`src/rtl/aes_uart_pkg.sv`:
```
// aes_uart_pkg: command encodings, frame length and host FSM states shared by the AES UART blocks.
package aes_uart_pkg;
   localparam logic [1:0] CMD_K = 2'b00;
   localparam logic [1:0] CMD_E = 2'b01;
   localparam logic [1:0] CMD_D = 2'b10;
   localparam logic [7:0] CMD_BYTE_K = 8'h4B;
   localparam logic [7:0] CMD_BYTE_E = 8'h45;
   localparam logic [7:0] CMD_BYTE_D = 8'h44;
   localparam int FRAME_BYTES = 17;
   typedef enum logic [2:0] {S_IDLE, S_TX_BYTE, S_TX_GAP, S_RX_RSP, S_KEY_GUARD, S_DONE} state_t;
   function automatic logic [7:0] cmd_byte(input logic [1:0] cmd);
      return cmd == CMD_K ? CMD_BYTE_K : cmd == CMD_E ? CMD_BYTE_E : CMD_BYTE_D;
   endfunction
endpackage

```
`src/rtl/uart_rx.sv`:
```
// uart_rx: 8N1 deserializer sampling mid-bit; o_valid pulses one cycle per byte with a good stop bit.
module uart_rx #(
   parameter int CLKS_PER_BIT = 434
) (
   input  logic       clk,
   input  logic       rst_n,
   input  logic       i_rx,
   output logic       o_valid,
   output logic [7:0] o_data
);
   localparam int CW = $clog2(CLKS_PER_BIT + 1);
   logic [1:0]    r_sync;
   logic          r_busy;
   logic          r_valid;
   logic [3:0]    r_bits;
   logic [CW-1:0] r_cnt;
   logic [7:0]    r_data;
   logic          w_rx;
   assign w_rx = r_sync[1];
   always_ff @(posedge clk or negedge rst_n)
      if (!rst_n) begin
         r_sync  <= '1;
         r_busy  <= 1'b0;
         r_valid <= 1'b0;
         r_bits  <= 4'd0;
         r_cnt   <= '0;
         r_data  <= '0;
      end else begin
         r_sync  <= {r_sync[0], i_rx};
         r_valid <= 1'b0;
         if (!r_busy) begin
            if (!w_rx) begin
               r_busy <= 1'b1;
               r_bits <= 4'd0;
               r_cnt  <= '0;
            end
         end else if (r_cnt == CW'(r_bits == 4'd0 ? CLKS_PER_BIT / 2 : CLKS_PER_BIT - 1)) begin
            r_cnt  <= '0;
            r_bits <= r_bits + 4'd1;
            // a start bit that is high again at its midpoint was a glitch
            if (r_bits == 4'd0)
               r_busy <= !w_rx;
            else if (r_bits == 4'd9) begin
               r_busy  <= 1'b0;
               r_valid <= w_rx;
            end else
               r_data <= {w_rx, r_data[7:1]};
         end else
            r_cnt <= r_cnt + 1'b1;
      end
   assign o_valid = r_valid;
   assign o_data  = r_data;
endmodule

```
`src/rtl/uart_tx.sv`:
```
// uart_tx: 8N1 serializer; o_busy covers the whole frame including the stop bit.
module uart_tx #(
   parameter int CLKS_PER_BIT = 434
) (
   input  logic       clk,
   input  logic       rst_n,
   input  logic       i_start,
   input  logic [7:0] i_data,
   output logic       o_tx,
   output logic       o_busy
);
   localparam int CW = $clog2(CLKS_PER_BIT + 1);
   logic [9:0]    r_sh;
   logic [3:0]    r_bits;
   logic [CW-1:0] r_cnt;
   always_ff @(posedge clk or negedge rst_n)
      if (!rst_n) begin
         r_sh   <= '1;
         r_bits <= 4'd0;
         r_cnt  <= '0;
      end else if (r_bits == 4'd0) begin
         if (i_start) begin
            r_sh   <= {1'b1, i_data, 1'b0};
            r_bits <= 4'd10;
            r_cnt  <= '0;
         end
      end else if (r_cnt == CW'(CLKS_PER_BIT - 1)) begin
         r_cnt  <= '0;
         r_sh   <= {1'b1, r_sh[9:1]};
         r_bits <= r_bits - 4'd1;
      end else
         r_cnt <= r_cnt + 1'b1;
   // ones shift in behind the stop bit, so the line idles high by itself
   assign o_tx   = r_sh[0];
   assign o_busy = r_bits != 4'd0;
endmodule

```
`src/rtl/aes_uart_host.sv`:
```
// aes_uart_host: sends one command byte plus 16 payload bytes to the AES UART target
// and, for encrypt/decrypt, gathers the 16-byte reply.
module aes_uart_host
   import aes_uart_pkg::*;
#(
   parameter int CLK_FREQ       = 50_000_000,
   parameter int BAUD           = 115_200,
   parameter int KEY_GUARD_CLKS = 2048,
   parameter int TIMEOUT_CLKS   = 20 * (CLK_FREQ / BAUD) * 16
) (
   input  logic         clk,
   input  logic         rst_n,
   input  logic         rx,
   output logic         tx,
   input  logic         req_valid,
   output logic         req_ready,
   input  logic [1:0]   req_cmd,
   input  logic [127:0] req_data,
   output logic         rsp_valid,
   output logic [127:0] rsp_data,
   output logic [4:0]   rsp_count,
   output logic         rsp_timeout,
   output logic         rsp_err,
   output logic         busy
);
   localparam int CLKS_PER_BIT = CLK_FREQ / BAUD;
   localparam int TW = $clog2(TIMEOUT_CLKS + 1);
   localparam int GW = $clog2(KEY_GUARD_CLKS + 1);
   state_t         r_state, w_next;
   logic [135:0]   r_buf;
   logic [4:0]     r_idx;
   logic           r_is_key;
   logic           r_gap;
   logic           r_timeout;
   logic           r_err;
   logic [TW-1:0]  r_tmo;
   logic [GW-1:0]  r_guard;
   logic [127:0]   r_rsp_data;
   logic [4:0]     r_rsp_count;
   logic           w_tx_start;
   logic           w_tx_busy;
   logic           w_rx_valid;
   logic [7:0]     w_rx_byte;
   uart_tx #(.CLKS_PER_BIT(CLKS_PER_BIT)) u_tx (
      .clk(clk), .rst_n(rst_n), .i_start(w_tx_start), .i_data(r_buf[135:128]),
      .o_tx(tx), .o_busy(w_tx_busy)
   );
   uart_rx #(.CLKS_PER_BIT(CLKS_PER_BIT)) u_rx (
      .clk(clk), .rst_n(rst_n), .i_rx(rx), .o_valid(w_rx_valid), .o_data(w_rx_byte)
   );
   always_ff @(posedge clk or negedge rst_n)
      if (!rst_n) r_state <= S_IDLE;
      else        r_state <= w_next;
   always_comb begin
      w_next     = r_state;
      w_tx_start = 1'b0;
      case (r_state)
         S_IDLE:      if (req_valid) w_next = &req_cmd ? S_DONE : S_TX_BYTE;
         S_TX_BYTE:   if (!w_tx_busy) begin
            w_tx_start = 1'b1;
            w_next     = S_TX_GAP;
         end
         // r_gap holds off the busy check for the cycle in which uart_tx raises busy
         S_TX_GAP:    if (!r_gap && !w_tx_busy)
            w_next = r_idx < 5'(FRAME_BYTES) ? S_TX_BYTE : r_is_key ? S_KEY_GUARD : S_RX_RSP;
         S_RX_RSP:    w_next = (r_rsp_count == 5'd16 || (!w_rx_valid && r_tmo == '0)) ? S_DONE : S_RX_RSP;
         S_KEY_GUARD: if (r_guard == '0) w_next = S_DONE;
         default:     w_next = S_IDLE;
      endcase
   end
   always_ff @(posedge clk or negedge rst_n)
      if (!rst_n) begin
         r_buf       <= '0;
         r_idx       <= 5'd0;
         r_is_key    <= 1'b0;
         r_gap       <= 1'b0;
         r_timeout   <= 1'b0;
         r_err       <= 1'b0;
         r_tmo       <= '0;
         r_guard     <= '0;
         r_rsp_data  <= '0;
         r_rsp_count <= 5'd0;
      end else begin
         r_gap <= w_tx_start;
         if (r_state == S_IDLE && req_valid) begin
            r_buf       <= {cmd_byte(req_cmd), req_data};
            r_is_key    <= req_cmd == CMD_K;
            r_idx       <= 5'd0;
            r_rsp_data  <= '0;
            r_rsp_count <= 5'd0;
            r_timeout   <= 1'b0;
            r_err       <= &req_cmd;
         end
         if (w_tx_start) begin
            r_buf <= {r_buf[127:0], 8'h00};
            r_idx <= r_idx + 5'd1;
         end
         // a byte arriving in the expiry cycle wins and reloads the counter
         if (r_state == S_TX_GAP && w_next == S_RX_RSP)
            r_tmo <= TW'(TIMEOUT_CLKS - 1);
         else if (r_state == S_RX_RSP)
            r_tmo <= w_rx_valid ? TW'(TIMEOUT_CLKS - 1) : r_tmo - 1'b1;
         if (r_state == S_TX_GAP && w_next == S_KEY_GUARD)
            r_guard <= GW'(KEY_GUARD_CLKS - 1);
         else if (r_state == S_KEY_GUARD)
            r_guard <= r_guard - 1'b1;
         if (r_state == S_RX_RSP && w_rx_valid && r_rsp_count != 5'd16) begin
            r_rsp_data  <= {r_rsp_data[119:0], w_rx_byte};
            r_rsp_count <= r_rsp_count + 5'd1;
         end
         if (r_state == S_RX_RSP && w_next == S_DONE && r_rsp_count != 5'd16)
            r_timeout <= 1'b1;
      end
   assign req_ready   = r_state == S_IDLE;
   assign busy        = r_state != S_IDLE;
   assign rsp_valid   = r_state == S_DONE;
   assign rsp_data    = r_rsp_data;
   assign rsp_count   = r_rsp_count;
   assign rsp_timeout = r_timeout;
   assign rsp_err     = r_err;
endmodule

```
`config.mk`:
```
export PLATFORM = sky130hd
export DESIGN_NAME = aes_uart_host
export DESIGN_NICKNAME = d
export VERILOG_FILES = /design/src/rtl/aes_uart_pkg.sv /design/src/rtl/uart_rx.sv /design/src/rtl/uart_tx.sv /design/src/rtl/aes_uart_host.sv
export SDC_FILE = /design/constraint.sdc
export NUM_CORES = 1
export LEC_CHECK = 0
export ABC_CLOCK_PERIOD_IN_PS = 2600
export BUFFER_PORTS_ARGS = -buffer_cell sky130_fd_sc_hd__buf_4
export CAP_MARGIN = 20
export CORE_MARGIN = 4
export CORE_UTILIZATION = 51
export CTS_CLUSTER_SIZE = 8
export DETAILED_ROUTE_END_ITERATION = 10
export PLACE_DENSITY_LB_ADDON = 0.1
export SLEW_MARGIN = 20
export SYNTH_ARGS = -nofsm -noshare
export SYNTH_HDL_FRONTEND = slang
export SYNTH_HIERARCHICAL = 1
export SYNTH_SLANG_ARGS = --single-unit
```
`constraint.sdc`:
```
create_clock -name clk -period 2.6 [get_ports clk]
set_input_delay 0.52 -clock clk [delete_from_list [all_inputs] [get_ports clk]]
set_output_delay 0.52 -clock clk [all_outputs]
set_load 0.03 [all_outputs]
```
==> results of run 1 <==
routing by layer:
metal / part of all wire (%) / vias to the layer above
met3: 7.0 / 62
met2: 47 / 333
met5: 0 / -
li1: - / 6075
met1: 43 / 6092
met4: 2.3 / 0
how the worst max path moves through the flow:
stage / startpoint / endpoint / slack, ns / cells after the start
5_1_grt: u_tx/r_bits[0] / r_buf[30] / 0.02 / 10
4_1_cts: u_tx/r_bits[0] / r_buf[33] / 0.08 / 10
3_3_place_gp: u_tx/r_bits[0] / r_buf[102] / 0.14 / 9
2_1_floorplan: u_tx/r_bits[0] / u_tx/r_bits[0] / 0.04 / 10
3_5_place_dp: u_tx/r_bits[0] / r_buf[33] / 0.09 / 10
6_report: u_tx/r_bits[0] / u_tx/r_bits[0] / 0.14 / 9
state kept, by name, summed over array words and instances (netlist names):
signal	cells
u_rx/r_sync	2
u_rx/r_cnt	9
r_tmo	18
u_rx/r_busy	1
u_tx/r_sh	9
r_state	3
r_buf	136
rsp_err	1
r_is_key	1
r_idx	5
u_tx/r_cnt	9
u_rx/r_bits	4
rsp_data	128
rsp_timeout	1
u_tx/r_bits	4
u_rx/o_valid	1
rsp_count	5
u_rx/o_data	8
r_gap	1
r_guard	12
power by group:
group,internal [W],leakage (nW),switching [W]
Sequential,0.00695,4.47,0.000893
Clock,0.00353,0.657,0.00222
Combinational,0.00192,4.35,0.00292
Total,0.0124,9.48,0.00604
cells by family after synthesis:
group | Yosys count | share of synthesized area, %
fa+ha+maj | 15 | 1.21
mux | 20 | 1.44
flops | 358 | 57.7
xor+xnor | 26 | 1.46
simple gates | 853 | 25.0
compound gates | 235 | 9.38
buf+inv | 125 | 3.81
cell usage after synthesis, types with 6 or more instances:
cell type	instances	share of area, %
xor2_1	9	0.51
a31oi_1	9	0.36
ha_1	15	1.2
o21ai_1	16	0.51
dfstp_2	11	1.9
or3_1	10	0.40
o21ai_0	31	1.0
mux2_2	9	0.65
a21oi_1	26	0.84
buf_2	29	0.93
nand3b_1	6	0.29
nand4_1	7	0.28
xnor2_1	17	0.96
o22ai_1	120	4.8
buf_1	28	0.68
nand3_2	9	0.58
inv_1	16	0.39
nor2_1	265	6.4
nor3_1	9	0.29
buf_4	14	0.68
nand3_1	142	4.6
and3_1	10	0.40
mux2i_1	10	0.64
clkbuf_1	31	0.75
nand2_1	334	8.1
dfrtp_1	347	56
per-stage QoR:
| step | instances | power, W |
|---|---|---|
| global route | 2300 | 0.0196 |
| global placement | 2225 | 0.0126 |
| detailed placement | 2225 | 0.0128 |
| CTS | 2298 | 0.0186 |
| floorplan | 1632 | 0.0113 |
| finish | 2300 | 0.0184 |
cell type report:
type | count | area, µm²
clock inverter | 1 | 8.76
tap | 390 | 488
multi-input combinational | 1149 | 6040
timing repair buffer | 310 | 2550
fill | 2443 | 10400
sequential | 358 | 8970
inverter | 19 | 76.3
clock buffer | 71 | 1350
antenna | 2 | 5.00
repair_timing:
action                                  in CTS  in global routing
hold buffers                                 1                  0
endpoints found under the hold margin       47                  0
resized for setup                            0                  3
endpoints found under the setup margin       0                 56
buffers inserted                             0                  0
==> reports/results.txt, run 1 <==
Outcome = finished clean
Boundary pin count = 273
CTS tree = done
Cell at the slowest stage of the critical path = or4b_4
Slew @ Worst Pin = 0.629 ns
Starting density of the core = 52.1%
IO Port Bufs = 272
First-pass GRT wire length = 64300 µm
CP max stage delay = 0.52 ns
Mapped Area = 0.0156 mm²
Routed wire length = 39000 µm
Placed cell area = 0.0181 mm²
Peak supply drop = 0.590 mV
Post-Syn Nets = 1781
Post-DR wirelength/cell = 17.0 µm
Final setup fails = 0
RePlAce Congestion = 0.830
Max-slew violation count = 0
Fin area = 0.0195 mm²
Sequential fraction of the synthesis area = 57.7%
Hold EP = u_rx/r_sync[0]
Worst reg2reg setup slack = 0.14 ns
Synth cell types = 76
Max_cap viols = 0
Initial antenna violation count = 2
Clk_lat worst skew = 0.54 ns
P&R area growth vs syn = 25.3%
Setup ws final = 0.143 ns
Cts bufs inserted = 50
Leakage = 9.48 nW
1st-pass router iterations = 5
Rel. slew slack = 57.6%
Final Hold Vio Count = 0
Die width = 183 µm
Clock Tree Root = clkbuf_16
Clock tree buffer depth = 3
Post-synth ARST share = 100%
Max FO, Critical Path = 19
Core Footprint = 0.0299 mm²
Clock skew = 0.0157 ns
Min Tclk post-route = 2.46 ns
Fmax = 407 MHz
R2r worst-path depth = 9
Post-synth EDFFs = 0
Vias = 12600
GR met2 Demand/Resource = 36.3%
DRT iter0 DRCs = 886
Clock sinks = 358
Final period utilization = 94.5%
DP Worst Slack = 0.0935 ns
YS warnings = 6
Hold/Removal Path Class = primary input to flop
DR DRC count = 0
Synth Instances = 1632
GRT overflow = 0
Critical path class = flop to flop
Crit path DAT = 2.87 ns
Crit-path leading delay family = simple AND/OR/NAND/NOR gates
Flops & latches, synth = 358
Layout cells sized above 1 = 22.4%
Commonest non-fill, non-tap cell in the layout = dfrtp_1
Vias in the first global route = 12500
Cell Pwr Density = 946 mW/mm²
Max H-tree Level = 2
TNS Setup = 0 ns
Crit path buf inv count = 3
Grt peak-use layer = met2
Die height = 183 µm
Commonest non-fill, non-tap cells in the layout = dfrtp_1 (347), nand2_1 (332), buf_4 (290), nor2_1 (264), nand3_1 (142)
Crit-path cells = inv_1 > ha_1 > nor3b_4 > inv_6 > or4b_4 > clkinv_1 > and4bb_2 > a31oi_4 > mux2_2
Die area = 0.0334 mm²
Reg-to-reg endpoint = u_tx/r_bits[0]
Reg2reg start = u_tx/r_bits[0]
Critical Path RT = 3.01 ns
Met1 Use GR = 31.7%
WHS Path Cells = 1
DP HPWL = 26200 µm
Syn_area_per_cell = 9.53 µm²
Total GRT Usage = 23.0%
Post-synth top flop = dfrtp_1
Crit start category = flop
Min-delay src = rx
Crit end category = flop
Clock transition at path regs = 0.05 ns
Met3 Track Usage GR = 6.02%
Post-layout util = 65.2%
DR vias/cell = 5.46
RSZ-0062 raised after global routing = false
Site row count = 63
Nets = 2037
Worst hold slack = 0.0963 ns
Post-DRT Antenna Nets = 0
Largest net degree at the start of global routing = 130
No activity file was read; power rests on OpenSTA's default activity.
==> inputs of run 2 (changes only) <==
--- a/config.mk
+++ b/config.mk
@@ -8,6 +8,7 @@
 export ABC_CLOCK_PERIOD_IN_PS = 2600
 export BUFFER_PORTS_ARGS = -buffer_cell sky130_fd_sc_hd__buf_4
 export CAP_MARGIN = 20
+export CORE_ASPECT_RATIO = 1.25
 export CORE_MARGIN = 4
 export CORE_UTILIZATION = 51
 export CTS_CLUSTER_SIZE = 8
==> reports/results.txt, run 2 (same netlist as run 1, synthesis figures left out) <==
Initial antenna violation count = 1
Largest net degree at the start of global routing = 131
Crit end category = flop
Clock tree buffer depth = 3
Post-CTS setup buffer count = 0
IO Port Bufs = 272
Boundary pin count = 273
Fmax = 397 MHz
Hold/Removal Path Class = primary input to flop
TNS Setup = 0 ns
Die area = 0.0334 mm²
Die height = 203 µm
CP max stage delay = 0.52 ns
Commonest non-fill, non-tap cell in the layout = dfrtp_1
1st-pass router iterations = 5
Peak supply drop = 0.733 mV
Crit-path cells = inv_1 > ha_1 > nor3b_4 > inv_6 > or4b_4 > buf_12 > nand2_8 > buf_12 > nor2_1 > nor2_1
Rel. slew slack = 43.7%
Site row count = 71
Max reg flops = 136
Fillers = 2509
Final setup fails = 0
DP Worst Slack = 0.0935 ns
Post-DRT Antenna Nets = 0
Vias = 12500
Critical Path RT = 3.07 ns
Clock skew = 0.0144 ns
DP HPWL = 26200 µm
Core Footprint = 0.0301 mm²
Max FO, Critical Path = 88
Leakage = 9.42 nW
Nets = 2028
CTS tree = done
Cell Pwr Density = 954 mW/mm²
GRT overflow = 0
Clock power frac = 31.2%
Layout cells sized above 1 = 22.0%
Setup ws final = 0.0840 ns
Clock transition at path regs = 0.05 ns
Commonest non-fill, non-tap cells in the layout = dfrtp_1 (347), nand2_1 (332), buf_4 (284), nor2_1 (264), nand3_1 (142)
Clock Tree Root = clkbuf_16
Clock sinks = 358
Cell at the slowest stage of the critical path = or4b_4
Final period utilization = 96.8%
RSZ-0062 raised after global routing = true
Starting density of the core = 51.7%
Max H-tree Level = 2
Min Tclk post-route = 2.52 ns
Top reg by flops = r_buf
Total GRT Usage = 23.3%
DR vias/cell = 5.42
Die width = 164 µm
P&R area growth vs syn = 24.7%
Combinational power share = 26.1%
RePlAce Congestion = 0.833
Switching part of the total power = 33.0%
Post-DR wirelength/cell = 17.1 µm
Crit path DAT = 2.98 ns
DR DRC count = 0
Slew @ Worst Pin = 0.833 ns
Routed wire length = 39300 µm
P_int = 0.0124 W
Crit start category = flop
First-pass GRT wire length = 63900 µm
Cts bufs inserted = 50
Max_cap viols = 0
Final Hold Vio Count = 0
P_sw = 0.00612 W
Max-slew violation count = 0
Critical path class = flop to flop
Clk_lat worst skew = 0.55 ns
Outcome = finished clean
DRT iter0 DRCs = 805
Vias in the first global route = 12200
DP Cell Count = 2227
Seq pwr share = 42.7%
Final cell count without fillers = 2302
==> run 2: repair_timing <==
action                     in CTS  in global routing
hold endpoints to repair       40                  0
hold buffers                    1                  0
setup endpoints to repair       0                100
gates resized for setup         0                  4
==> run 2: routing by layer <==
metal  vias to the layer above  GRT usage (%)  part of all wire [%]
met5                         -              0                     0
met3                        73           6.12                   6.4
li1                       6065              -                     -
met1                      6017           30.7                    42
met4                         0           7.70                   2.9
met2                       319           37.8                    49
==> run 2: power groups by stage <==
stage	combinational [W]	sequential [W]	clock [W]
finish	0.00483	0.00790	0.00578
global route	0.00548	0.00805	0.00617
CTS	0.00486	0.00790	0.00591
detailed placement	0.00485	0.00795	0
global placement	0.00468	0.00793	0
floorplan	0.00369	0.00762	0
==> run 2: worst paths after layout <==
kind                       slack [ns]            from             end  cells after the start
setup / recovery                 0.08  u_tx/r_bits[0]       r_buf[30]                     10
hold reg to reg                  0.35  u_rx/r_sync[0]  u_rx/r_sync[1]                      0
max in group asynchronous        1.34           rst_n       r_buf[47]                      3
setup reg to reg                 0.08  u_tx/r_bits[0]       r_buf[30]                     10
min in group asynchronous        0.50           rst_n      r_guard[5]                      2
hold / removal                   0.09              rx  u_rx/r_sync[0]                      1
==> run 2: layout make-up <==
cell class,count,area [µm²],area share [%]
inverter,19,76.3,0.393
clock inverter,1,8.76,0.0451
timing repair buffer,301,2450,12.6
sequential,358,8970,46.2
multi-input combinational,1149,6040,31.1
clock buffer,72,1360,6.98
tap,401,502,2.59
antenna,1,2.50,0.0129
==> run 2: stage by stage <==
stage | instance area (µm²) | hold slack (ns) | total power, W | util, %
floorplan | 15600 | 0.224 | 0.0113 | -
global placement | 18000 | 0.349 | 0.0126 | 59.8
detailed placement | 18000 | 0.349 | 0.0128 | 59.8
CTS | 19400 | 0.0631 | 0.0187 | 64.4
global route | 19400 | 0.0669 | 0.0197 | 64.4
finish | 19400 | 0.0907 | 0.0185 | 64.4
==> run 2: critical path, delay by kind of cell, from the launching register on <==
family                     cells  cell delay [ns]
adders and majority gates      1             0.18
buffers and inverters          4             0.61
DFF                            1             0.40
and+or+nand+nor                5             1.16
